$ cat src/rtl/obstacle_guard.sv
// obstacle_guard
//   Consumes distance samples from the ultrasonic ranging stage, smooths them
//   with a power-of-two moving average, makes a hysteretic, confirmed
//   "obstacle near" decision, watches for a stale sensor and gates the motor
//   enables accordingly.
//
// Ports
//   clk              system clock
//   rst              asynchronous, active-high reset
//   dist_valid       one-cycle strobe qualifying dist_cm
//   dist_cm[19:0]    distance sample in cm
//   start_move       request both wheels
//   start_left_move  request left wheel
//   start_right_move request right wheel
//   avg_cm[19:0]     current moving average (holds between updates)
//   avg_valid        one-cycle strobe when avg_cm updates
//   near             1 = obstacle, motors stopped
//   timeout          sensor considered stale
//   en_left/en_right motor enables
module obstacle_guard #(
  parameter int unsigned AVG_LOG2    = 2,
  parameter int unsigned NEAR_CM     = 30,
  parameter int unsigned FAR_CM      = 35,
  parameter int unsigned CONFIRM     = 3,
  parameter int unsigned MAX_CM      = 400,
  parameter int unsigned TIMEOUT_CYC = 20000000
) (
  input  logic        clk,
  input  logic        rst,
  input  logic        dist_valid,
  input  logic [19:0] dist_cm,
  input  logic        start_move,
  input  logic        start_left_move,
  input  logic        start_right_move,
  output logic [19:0] avg_cm,
  output logic        avg_valid,
  output logic        near,
  output logic        timeout,
  output logic        en_left,
  output logic        en_right
);

  localparam int unsigned DEPTH = 1 << AVG_LOG2;
  localparam int unsigned SUM_W = 20 + AVG_LOG2;
  localparam int unsigned FILL_W = AVG_LOG2 + 1;

  localparam logic [19:0]       MAX_V   = 20'(MAX_CM);
  localparam logic [19:0]       NEAR_V  = 20'(NEAR_CM);
  localparam logic [19:0]       FAR_V   = 20'(FAR_CM);
  localparam logic [3:0]        CONF_V  = 4'(CONFIRM);
  localparam logic [FILL_W-1:0] FULL_V  = FILL_W'(DEPTH);
  localparam logic [31:0]       WD_LAST = 32'(TIMEOUT_CYC - 1);

  typedef enum logic [1:0] {
    S_FILL,
    S_CLEAR,
    S_BLOCKED,
    S_STALE
  } state_t;

  state_t              r_state;
  logic [19:0]         r_buf [DEPTH];
  logic [SUM_W-1:0]    r_sum;
  logic [FILL_W-1:0]   r_fill;
  logic [AVG_LOG2-1:0] r_wptr;
  logic [19:0]         r_avg;
  logic                r_avg_valid;
  logic                r_near;
  logic                r_timeout;
  logic [3:0]          r_cnt;
  logic [31:0]         r_wd;

  logic [19:0]         w_clamped;
  logic                w_full;
  logic [19:0]         w_evict;
  logic [SUM_W-1:0]    w_sum_next;
  logic [FILL_W-1:0]   w_fill_next;
  logic                w_expire;
  logic [3:0]          w_cnt_inc;

  assign w_clamped   = (dist_cm > MAX_V) ? MAX_V : dist_cm;
  assign w_full      = (r_fill == FULL_V);
  // Nothing is evicted until the window has been completely filled.
  assign w_evict     = w_full ? r_buf[r_wptr] : '0;
  assign w_sum_next  = r_sum + SUM_W'(w_clamped) - SUM_W'(w_evict);
  assign w_fill_next = w_full ? FULL_V : r_fill + 1'b1;
  // A sample arriving on the last watchdog cycle wins over the expiry.
  assign w_expire    = (r_state != S_STALE) && !dist_valid && (r_wd == WD_LAST);
  assign w_cnt_inc   = r_cnt + 4'd1;

  // Averaging datapath: ring buffer, running sum and registered average.
  always_ff @(posedge clk or posedge rst) begin
    if (rst) begin
      for (int unsigned i = 0; i < DEPTH; i++) r_buf[i] <= '0;
      r_sum       <= '0;
      r_fill      <= '0;
      r_wptr      <= '0;
      r_avg       <= '0;
      r_avg_valid <= 1'b0;
    end else begin
      r_avg_valid <= 1'b0;
      if (w_expire) begin
        // Stale sensor: drop the whole window so old data never mixes in.
        for (int unsigned i = 0; i < DEPTH; i++) r_buf[i] <= '0;
        r_sum  <= '0;
        r_fill <= '0;
        r_wptr <= '0;
      end else if (dist_valid) begin
        r_buf[r_wptr] <= w_clamped;
        r_sum         <= w_sum_next;
        r_wptr        <= r_wptr + 1'b1;
        r_fill        <= w_fill_next;
        if (w_fill_next == FULL_V) begin
          r_avg       <= w_sum_next[AVG_LOG2 +: 20];
          r_avg_valid <= 1'b1;
        end
      end
    end
  end

  // Decision FSM with watchdog; near/timeout are registered here.
  always_ff @(posedge clk or posedge rst) begin
    if (rst) begin
      r_state   <= S_FILL;
      r_near    <= 1'b1;
      r_timeout <= 1'b0;
      r_cnt     <= '0;
      r_wd      <= '0;
    end else begin
      if (dist_valid) begin
        r_wd <= '0;
      end else if (!w_expire && r_state != S_STALE) begin
        r_wd <= r_wd + 32'd1;
      end

      if (w_expire) begin
        r_state   <= S_STALE;
        r_near    <= 1'b1;
        r_timeout <= 1'b1;
        r_cnt     <= '0;
      end else begin
        case (r_state)
          S_FILL: begin
            if (r_avg_valid) begin
              if (r_avg > NEAR_V) begin
                r_state <= S_CLEAR;
                r_near  <= 1'b0;
              end else begin
                r_state <= S_BLOCKED;
                r_near  <= 1'b1;
              end
            end
          end
          S_CLEAR: begin
            if (r_avg_valid) begin
              if (r_avg <= NEAR_V) begin
                if (w_cnt_inc == CONF_V) begin
                  r_state <= S_BLOCKED;
                  r_near  <= 1'b1;
                  r_cnt   <= '0;
                end else begin
                  r_cnt <= w_cnt_inc;
                end
              end else begin
                r_cnt <= '0;
              end
            end
          end
          S_BLOCKED: begin
            if (r_avg_valid) begin
              if (r_avg >= FAR_V) begin
                if (w_cnt_inc == CONF_V) begin
                  r_state <= S_CLEAR;
                  r_near  <= 1'b0;
                  r_cnt   <= '0;
                end else begin
                  r_cnt <= w_cnt_inc;
                end
              end else begin
                r_cnt <= '0;
              end
            end
          end
          S_STALE: begin
            // The sample itself is written as entry 0 by the datapath.
            if (dist_valid) begin
              r_state   <= S_FILL;
              r_timeout <= 1'b0;
            end
          end
          default: begin
            r_state <= S_FILL;
            r_near  <= 1'b1;
          end
        endcase
      end
    end
  end

  assign avg_cm    = r_avg;
  assign avg_valid = r_avg_valid;
  assign near      = r_near;
  assign timeout   = r_timeout;
  assign en_left   = !r_near & (start_move | start_left_move);
  assign en_right  = !r_near & (start_move | start_right_move);

endmodule

$ cat config.mk
export PLATFORM = sky130hd
export DESIGN_NAME = obstacle_guard
export DESIGN_NICKNAME = d
export VERILOG_FILES = /design/src/rtl/obstacle_guard.sv
export SDC_FILE = /design/constraint.sdc
export NUM_CORES = 1
export LEC_CHECK = 0
export CORE_MARGIN = 1
export CORE_UTILIZATION = 55
export CTS_BUF_LIST = sky130_fd_sc_hd__clkbuf_8
export DETAILED_ROUTE_END_ITERATION = 10
export PLACE_DENSITY = 0.83
export SETUP_SLACK_MARGIN = 0.1
export SYNTH_ARGS = -nofsm -noshare
export SYNTH_HDL_FRONTEND = slang
export SYNTH_SLANG_ARGS = --single-unit
$ cat constraint.sdc
create_clock -name clk -period 6.65 [get_ports clk]
set_input_delay 1.33 -clock clk [delete_from_list [all_inputs] [get_ports clk]]
set_output_delay 1.33 -clock clk [all_outputs]
set_load 0.02 [all_outputs]
# After elaboration in Yosys (flattened, before gate mapping)
# Index checks and enable logic that the tools add are counted.
[word_totals] register_bits=168 out_inout_bits=25 word_cells=119
[op_classes] addsub=6 magnitude_cmp=6 n_eq_ne=16 n_mux=53 n_bitwise=6 n_reduce_logical=18
[ops] operator="$mux W80" n=2
[ops] operator="$mux W20" n=5
[ops] operator="$bwmux W80" n=1
[ops] operator="$mux W32" n=2
[ops] operator="$mux W22" n=2
[ops] operator="$bmux W20 S2" n=1
[ops] operator="$demux W20 S2" n=1
[ops] operator="$add A32 B1 Y32 const B" n=1
[ops] operator="$eq A32 B25 Y1 const B" n=1
[ops] operator="$mux W2" n=12
[ops] operator="$mux W4" n=6
[ops] operator="$ne A3 B3 Y1 const B" n=8
[ops] operator="$add A22 B20 Y22" n=1
[ops] operator="$sub A22 B20 Y22" n=1
[ops] operator="$ge A20 B6 Y1 const B" n=1
[ops] operator="$gt A20 B5 Y1 const B" n=1
[ops] operator="$gt A20 B9 Y1 const B" n=1
[ops] operator="$le A20 B5 Y1 const B" n=1
[ops] operator="$reduce_and A8 Y1" n=2
[ops] operator="$mux W1" n=15
[ops] operator="$mux W3" n=3
[ops] operator="$pmux W2 S4" n=1
[ops] operator="$pmux W4 S2" n=1
[ops] operator="$eq A3 B3 Y1 const B" n=2
[ops] operator="22 further kinds" n=33

# Longest topological paths before layout
# Gate-level depths: netlist (run 1).
[depth] ltp_word=8 depth_mapped=15 ltp_nobuf=14

# Worst setup path before layout (run 1)
# No wires, ideal clock.
[synth_timing] kind="input-to-reg" from="in dist_cm[0]" to="reg r_sum[18]" setup_time_ns=0.095 arrival_ns=4.698 path_slack_ns=1.857 path_stages=13 n_path_buf=0 path_cell_list="o41ai_1 -> nand2_1 -> a31oi_1 -> nand2_1 -> inv_1 -> fa_1 -> fa_1 -> a21o_1 -> a221oi_1 -> nand4b_1 -> a211oi_1 -> o31a_1 -> o31ai_1"
[synth_via] elab_chain_cells=6
[synth_lines] item="from (decl)" line="31" source="input logic [19:0] dist_cm,"
[synth_lines] item="$gt A20 B9 Y1" line="81" source="assign w_clamped = (dist_cm > MAX_V) ? MAX_V : dist_cm;"
[synth_lines] item="$mux W20 *" line="81"
[synth_lines] item="$add A22 B20 Y22 *" line="85" source="assign w_sum_next = r_sum + SUM_W'(w_clamped) - SUM_W'(w_evict);"
[synth_lines] item="$sub A22 B20 Y22 *" line="85"
[synth_lines] item="$mux W22 *" line="108" source="end else if (dist_valid) begin"
[synth_lines] item="$mux W22 *" line="102" source="if (w_expire) begin"
[synth_lines] item="to (signal assigned)" line="110" source="r_sum <= w_sum_next;"
[synth_lines] item="to (decl)" line="63" source="logic [SUM_W-1:0] r_sum;"
# Every way passes the cells marked *; elsewhere a longest branch is shown, timed or not. The select of a mux whose other input is x is not followed.
# A chain may end at the register's enable or synchronous reset.

# Final worst setup path (run 1)
[layout_timing] from="in dist_cm[0]" to="reg r_sum[17]"
# Same word-level chain as after synthesis.

==> impl_metrics.yaml, run 1 <==
logic_synthesis:
  synth-edff-count: 0
  syn_area_per_cell_um2: 9.87
  synth_ff_type: "dfrtp_1"
  ys_warn_count: 0
  yosysSeqAreaShare: 0.452
  ys_ff_latch: 168
  async_flop_share: 1.00
  syn_area_um2: 9310
  synth_cells: 943
  synth_top_area_cell: "dfrtp_1"
  ys_types: 62
  yosysTopAreaCellShare: 0.449
  synthTopCellsByArea: "dfrtp_1 (45%), nand2_1 (5.8%), mux4_2 (4.8%), ha_1 (4.7%), fa_1 (4.3%)"
clocking:
  h-tree-depth: 4
  cts_tree: "done"
  insertion_delay_ps: 480
  post_cts_resized: 0
  post_cts_buffers: 0
  cts_sinks: 168
  cts_buffers: 17
  clkTransAtPathRegs_ps: 100
  clock_path_buffers: 2
  postCtsHoldBufs: 0
  cts_root_buf: "clkbuf_8"
sta:
  setup_tns_ps: 0
  setup_slack_ps: 1130
  hold_viol_final: 0
  finalCritPeriodShare: 0.830
  skew_ps: 20.4
  rsz0062_at_grt: "no"
  fin_crit_ps: 5520
  tightest_slew_ps: 1100
  fmax_mhz: 181
  slew-limit-headroom: 0.267
  whs_ps: 488
  finalSetupViolations: 0
  slew_viol_final: 0
routing:
  viasPerCell: 6.05
  totalWireLength_um: 21300
  first_pass_iters: 5
  vias: 7357
  wl_per_cell_um: 17.5
  antenna_left: 0
  drc: 0
  drt_iter0_drc: 676
place:
  post_dp_cell_area_um2: 9990
  place_ws_ps: 772
  dp.cells: 1185
  hpwl_um: 14200
  gp_congestion: 0.871
  io_buffers: 50
worst_setup_path:
  critPathCaptureType: "register"
  slowest_stage: "a211oi_1"
  cpPeakStageDelay_ps: 720
  cp_max_fo: 7
  worst_ep_required_time_ps: 7030
  path_cells: "clkdlybuf4s50_1 -> o41ai_1 -> nand2_1 -> a31oi_1 -> nor2b_1 -> inv_1 -> fa_1 -> ha_1 -> nand4b_1 -> a211o_1 -> a211oi_1 -> o21ai_0 -> a31o_2"
  critPathKind: "in -> reg"
  cp.arrival_ps: 5900
  critical_path.top_delay_family: "compound AO/OA/AOI/OAI gates"
  startpoint_type: "input pin"
  cp_num_buf_inv: 2
global_route:
  grt_pass1_vias: 7199
  grt_use_total: 0.259
  grt_max_degree: 67
  grt_pass1_wl_um: 35700
  grt.overflow.total: 0
  grt_antenna_before_repair: 0
finish:
  area_growth_pct: 11.7
  nNetsFinal: 1065
  layout.cells.most_common_list: "dfrtp_1 (167), nand2_1 (143), nor2_1 (71)"
  postLayoutCellArea_um2: 10400
  antenna_cells: 0
  layout_commonest_cell: "dfrtp_1"
  final_cells: 1217
  drive_gt1_frac: 0.0832
power:
  leakage_nw: 4.68
  vdd_drop_max_mv: 0.248
  pwr_density_cell_nw_per_um2: 402
worst_hold_path:
  hp-class: "reg -> reg"
die:
  chipWidth_um: 132
  coreArea_um2: 16500
  die_h_um: 132
  rows: 47
  start_util: 0.563
  io_pins: 51
  dieArea_um2: 17400
run_status:
  status: "finished, final reports clean"
flow_run:
  drv_cap: 0
registers in the layout (all words and copies together), names as in the netlist:
signal and cells:
avg_cm 20, r_buf 80, r_wd 32, avg_valid 1, r_fill 3, r_cnt 4
timeout 1, r_sum 22, near 1, r_wptr 2, r_state 2
layer usage:
layer / share of wire / vias to the layer above / global-route usage
met1: 0.45 / 3637 / 0.358
met3: 0.060 / 38 / 0.0473
met2: 0.47 / 266 / 0.407
met5: 0 / - / 0
met4: 0.018 / 0 / 0.100
li1: - / 3416 / -
power by group:
group	switching, W	internal, W	leakage, nW
registers	0.000197	0.00122	2.22
clock network	0.000431	0.000350	0.204
logic	0.00115	0.000825	2.25
total	0.00178	0.00240	4.68
through the flow:
step	utilization	power [W]
floorplan	-	0.00284
global placement	0.604	0.00331
detailed placement	0.604	0.00338
CTS	0.630	0.00417
global route	0.630	0.00447
finish	0.630	0.00418
Yosys cell counts, drive strengths merged, types with 26 or more instances:
master / n
o21ai: 68
inv: 31
nand3: 37
nand2: 143
dfrtp: 167
clkbuf: 37
nor2: 71
and3: 54
a21oi: 35
xnor2: 26
ha: 35
kinds of logic after synthesis:
group	count (synthesis)	synth area share
buf+inv	78	0.0344
simple gates	394	0.211
other cells	1	0.000403
mux	28	0.0574
xor+xnor	37	0.0348
compound gates	182	0.121
flops	168	0.452
fa+ha+maj	55	0.0901
path summary, 6_finish.rpt:
path	startpoint	to	slack, ps	depth (start not counted)
worst min register to register	r_buf[1]$_DFFE_PP0P_	r_buf[1]$_DFFE_PP0P_	490	2
min in group asynchronous	rst	r_buf[40]$_DFFE_PP0P_	1300	2
worst max-delay path	dist_cm[0]	r_sum[17]$_DFFE_PP0P_	1130	13
max in group asynchronous	rst	r_buf[77]$_DFFE_PP0P_	4170	3
worst min-delay path	r_buf[1]$_DFFE_PP0P_	r_buf[1]$_DFFE_PP0P_	490	2
worst max register to register	r_wptr[1]$_DFFE_PP0P_	r_sum[17]$_DFFE_PP0P_	1910	12
worst min-delay path: cells and delay by family, from the launching register on:
family          cells  cell delay [ps]
compound gates      1               60
simple gates        1               40
flops               1              350
final cells by class:
cell class                 instances  area, um^2
clock buffer                      17         234
tap                              220         275
sequential                       168        4210
inverter                          32         125
multi-input combinational        707        4830
clock inverter                    15         181
timing repair buffer              58         556
fill                            1340        6120
Power figures use the tool's default switching activity.
==> run 2, diff against run 1 <==
Clock period 6.65 ns to 5.4 ns, I/O delays scaled along.
==> run 2 against run 1 <==
- first-iteration DRC count fell by 7.4%
- via count fell by 0.18%
- power rose by 22%
- largest power group unchanged
- routed wire length fell by 1.1%
- global-route usage rose by 0.12 points
- largest cell class unchanged
==> impl_metrics.yaml, run 2 (synthesis results as in run 1) <==
worst_setup_path:
  startpoint_type: "input pin"
  crit_cells: 16
  critical_path.top_delay_family: "compound AO/OA/AOI/OAI gates"
  cpPeakStageDelay_ps: 440
  crit_top_cell: "buf_4"
  ff2ff_path_depth: 13
  path_cells: "clkdlybuf4s50_1 -> o41ai_1 -> nand2_1 -> a31oi_1 -> buf_4 -> nor2b_1 -> inv_1 -> fa_1 -> ha_1 -> a21o_1 -> a221oi_1 -> buf_4 -> nand4b_1 -> a211oi_1 -> nor4_1 -> o31ai_1"
  critPathKind: "in -> reg"
  cp_max_fo: 7
  cp.arrival_ps: 5150
  slowest_stage: "fa_1"
  critPathCaptureType: "register"
  r2r-start: "r_wptr[1]$_DFFE_PP0P_"
  worst_ep_required_time_ps: 5740
  cp_num_buf_inv: 4
  rrSetupSlack_ps: 1170
  crit_path_start: "dist_cm[0]"
global_route:
  grt_use_total: 0.260
  grt_pass1_wl_um: 35900
  grt.overflow.total: 0
  grt_max_degree: 94
  grt_pass1_vias: 7226
  grt_antenna_before_repair: 0
clocking:
  clkTransAtPathRegs_ps: 90
  insertion_delay_ps: 470
  post_cts_resized: 0
  cts_sinks: 168
  cts_root_buf: "clkbuf_8"
  postCtsHoldBufs: 0
  post_cts_buffers: 0
  cts_tree: "done"
  clock_path_buffers: 2
  h-tree-depth: 4
  cts_buffers: 17
finish:
  antenna_cells: 0
  layout.cells.most_common_list: "dfrtp_1 (167), nand2_1 (143), nor2_1 (71)"
  reg_top3: "r_buf x80, r_wd x32, r_sum x22"
  fill_cells: 1320
  postLayoutCellArea_um2: 10400
  drive_gt1_frac: 0.0850
  nNetsFinal: 1071
  area_growth_pct: 11.9
  regMostFlops: "r_buf"
  ff_latch_area_um2: 4210
  layout_commonest_cell: "dfrtp_1"
  multiInputGateArea_um2: 4830
  largest_reg_flops: 80
routing:
  drt_iter0_drc: 626
  totalWireLength_um: 21100
  viasPerCell: 6.02
  drc: 0
  antenna_left: 0
  vias: 7344
  first_pass_iters: 5
  wl_per_cell_um: 17.3
sta:
  setup_tns_ps: 0
  hold_viol_final: 0
  finalSetupViolations: 0
  fin_crit_ps: 4810
  fmax_mhz: 208
  rsz0062_at_grt: "no"
  setup_slack_ps: 591
  tightest_slew_ps: 1090
  slew_viol_final: 0
  whs_ps: 484
  finalCritPeriodShare: 0.891
  slew-limit-headroom: 0.274
  skew_ps: 17.4
worst_hold_path:
  whs_path_depth: 2
  hp-class: "reg -> reg"
  hold_path_startpoint: "r_buf[6]$_DFFE_PP0P_"
die:
  die_h_um: 132
  chipWidth_um: 132
  dieArea_um2: 17400
  io_pins: 51
  coreArea_um2: 16500
  start_util: 0.563
  rows: 47
place:
  hpwl_um: 14300
  place_ws_ps: 156
  io_buffers: 50
  post_dp_cell_area_um2: 10000
  gp_congestion: 0.880
power:
  pwr_density_cell_nw_per_um2: 490
  vdd_drop_max_mv: 0.269
  leakage_nw: 4.69
flow_run:
  drv_cap: 0
run_status:
  status: "finished, final reports clean"
-- run 2: cell count changes in the layout (fill, tap and decap cells not counted) --
cell,before,now
inv_6,3,1
clkinv_4,1,3
clkinvlp_4,3,5
inv_8,6,0
inv_1,30,31
buf_12,0,1
buf_4,8,13
clkbuf_8,17,18
clkinv_2,1,0
-- run 2: path summary, 6_finish.rpt --
kind	endpoint
worst max-delay path	r_sum[18]$_DFFE_PP0P_
worst min-delay path	r_buf[6]$_DFFE_PP0P_
min in group asynchronous	r_wd[28]$_DFFE_PP0P_
max in group asynchronous	near$_DFFE_PP1P_
worst max register to register	r_sum[20]$_DFFE_PP0P_
worst min register to register	r_buf[6]$_DFFE_PP0P_
-- run 2: area by class of cell --
type / count / share of cell area
multi-input cells: 707 / 0.463
flip-flops and latches: 168 / 0.404
repair buffers: 64 / 0.0588
well taps: 220 / 0.0264
clock buffers: 18 / 0.0238
clock inverters: 11 / 0.0124
inverters: 32 / 0.0119
-- run 2: worst register-to-register path: cells and delay by family (launching register included) --
kind,cells,cell delay [ps]
adders and majority gates,2,850
muxes,1,490
buffers and inverters,3,470
AOI/OAI and AO/OA,2,160
DFF,1,720
and+or+nand+nor,5,1420
-- run 2: per-stage QoR --
step / cells / total power (W) / utilization
after floorplan: 953 / 0.00350 / -
after global placement: 1191 / 0.00411 / 0.608
after detailed placement: 1191 / 0.00419 / 0.608
after CTS: 1220 / 0.00508 / 0.631
after global routing: 1220 / 0.00546 / 0.631
final: 1220 / 0.00511 / 0.631
-- run 2: report_power, final --
group / total [W] / switching, W / internal (W)
clock network: 0.000878 / 0.000462 / 0.000416
registers: 0.00176 / 0.000248 / 0.00151
logic: 0.00247 / 0.00144 / 0.00104
-- run 2: routing by layer --
metal	up-vias	part of all wire	GRT usage
met1	3638	0.45	0.368
li1	3421	-	-
met3	26	0.059	0.0473
met5	-	0	0
met2	259	0.48	0.410
met4	0	0.011	0.0795
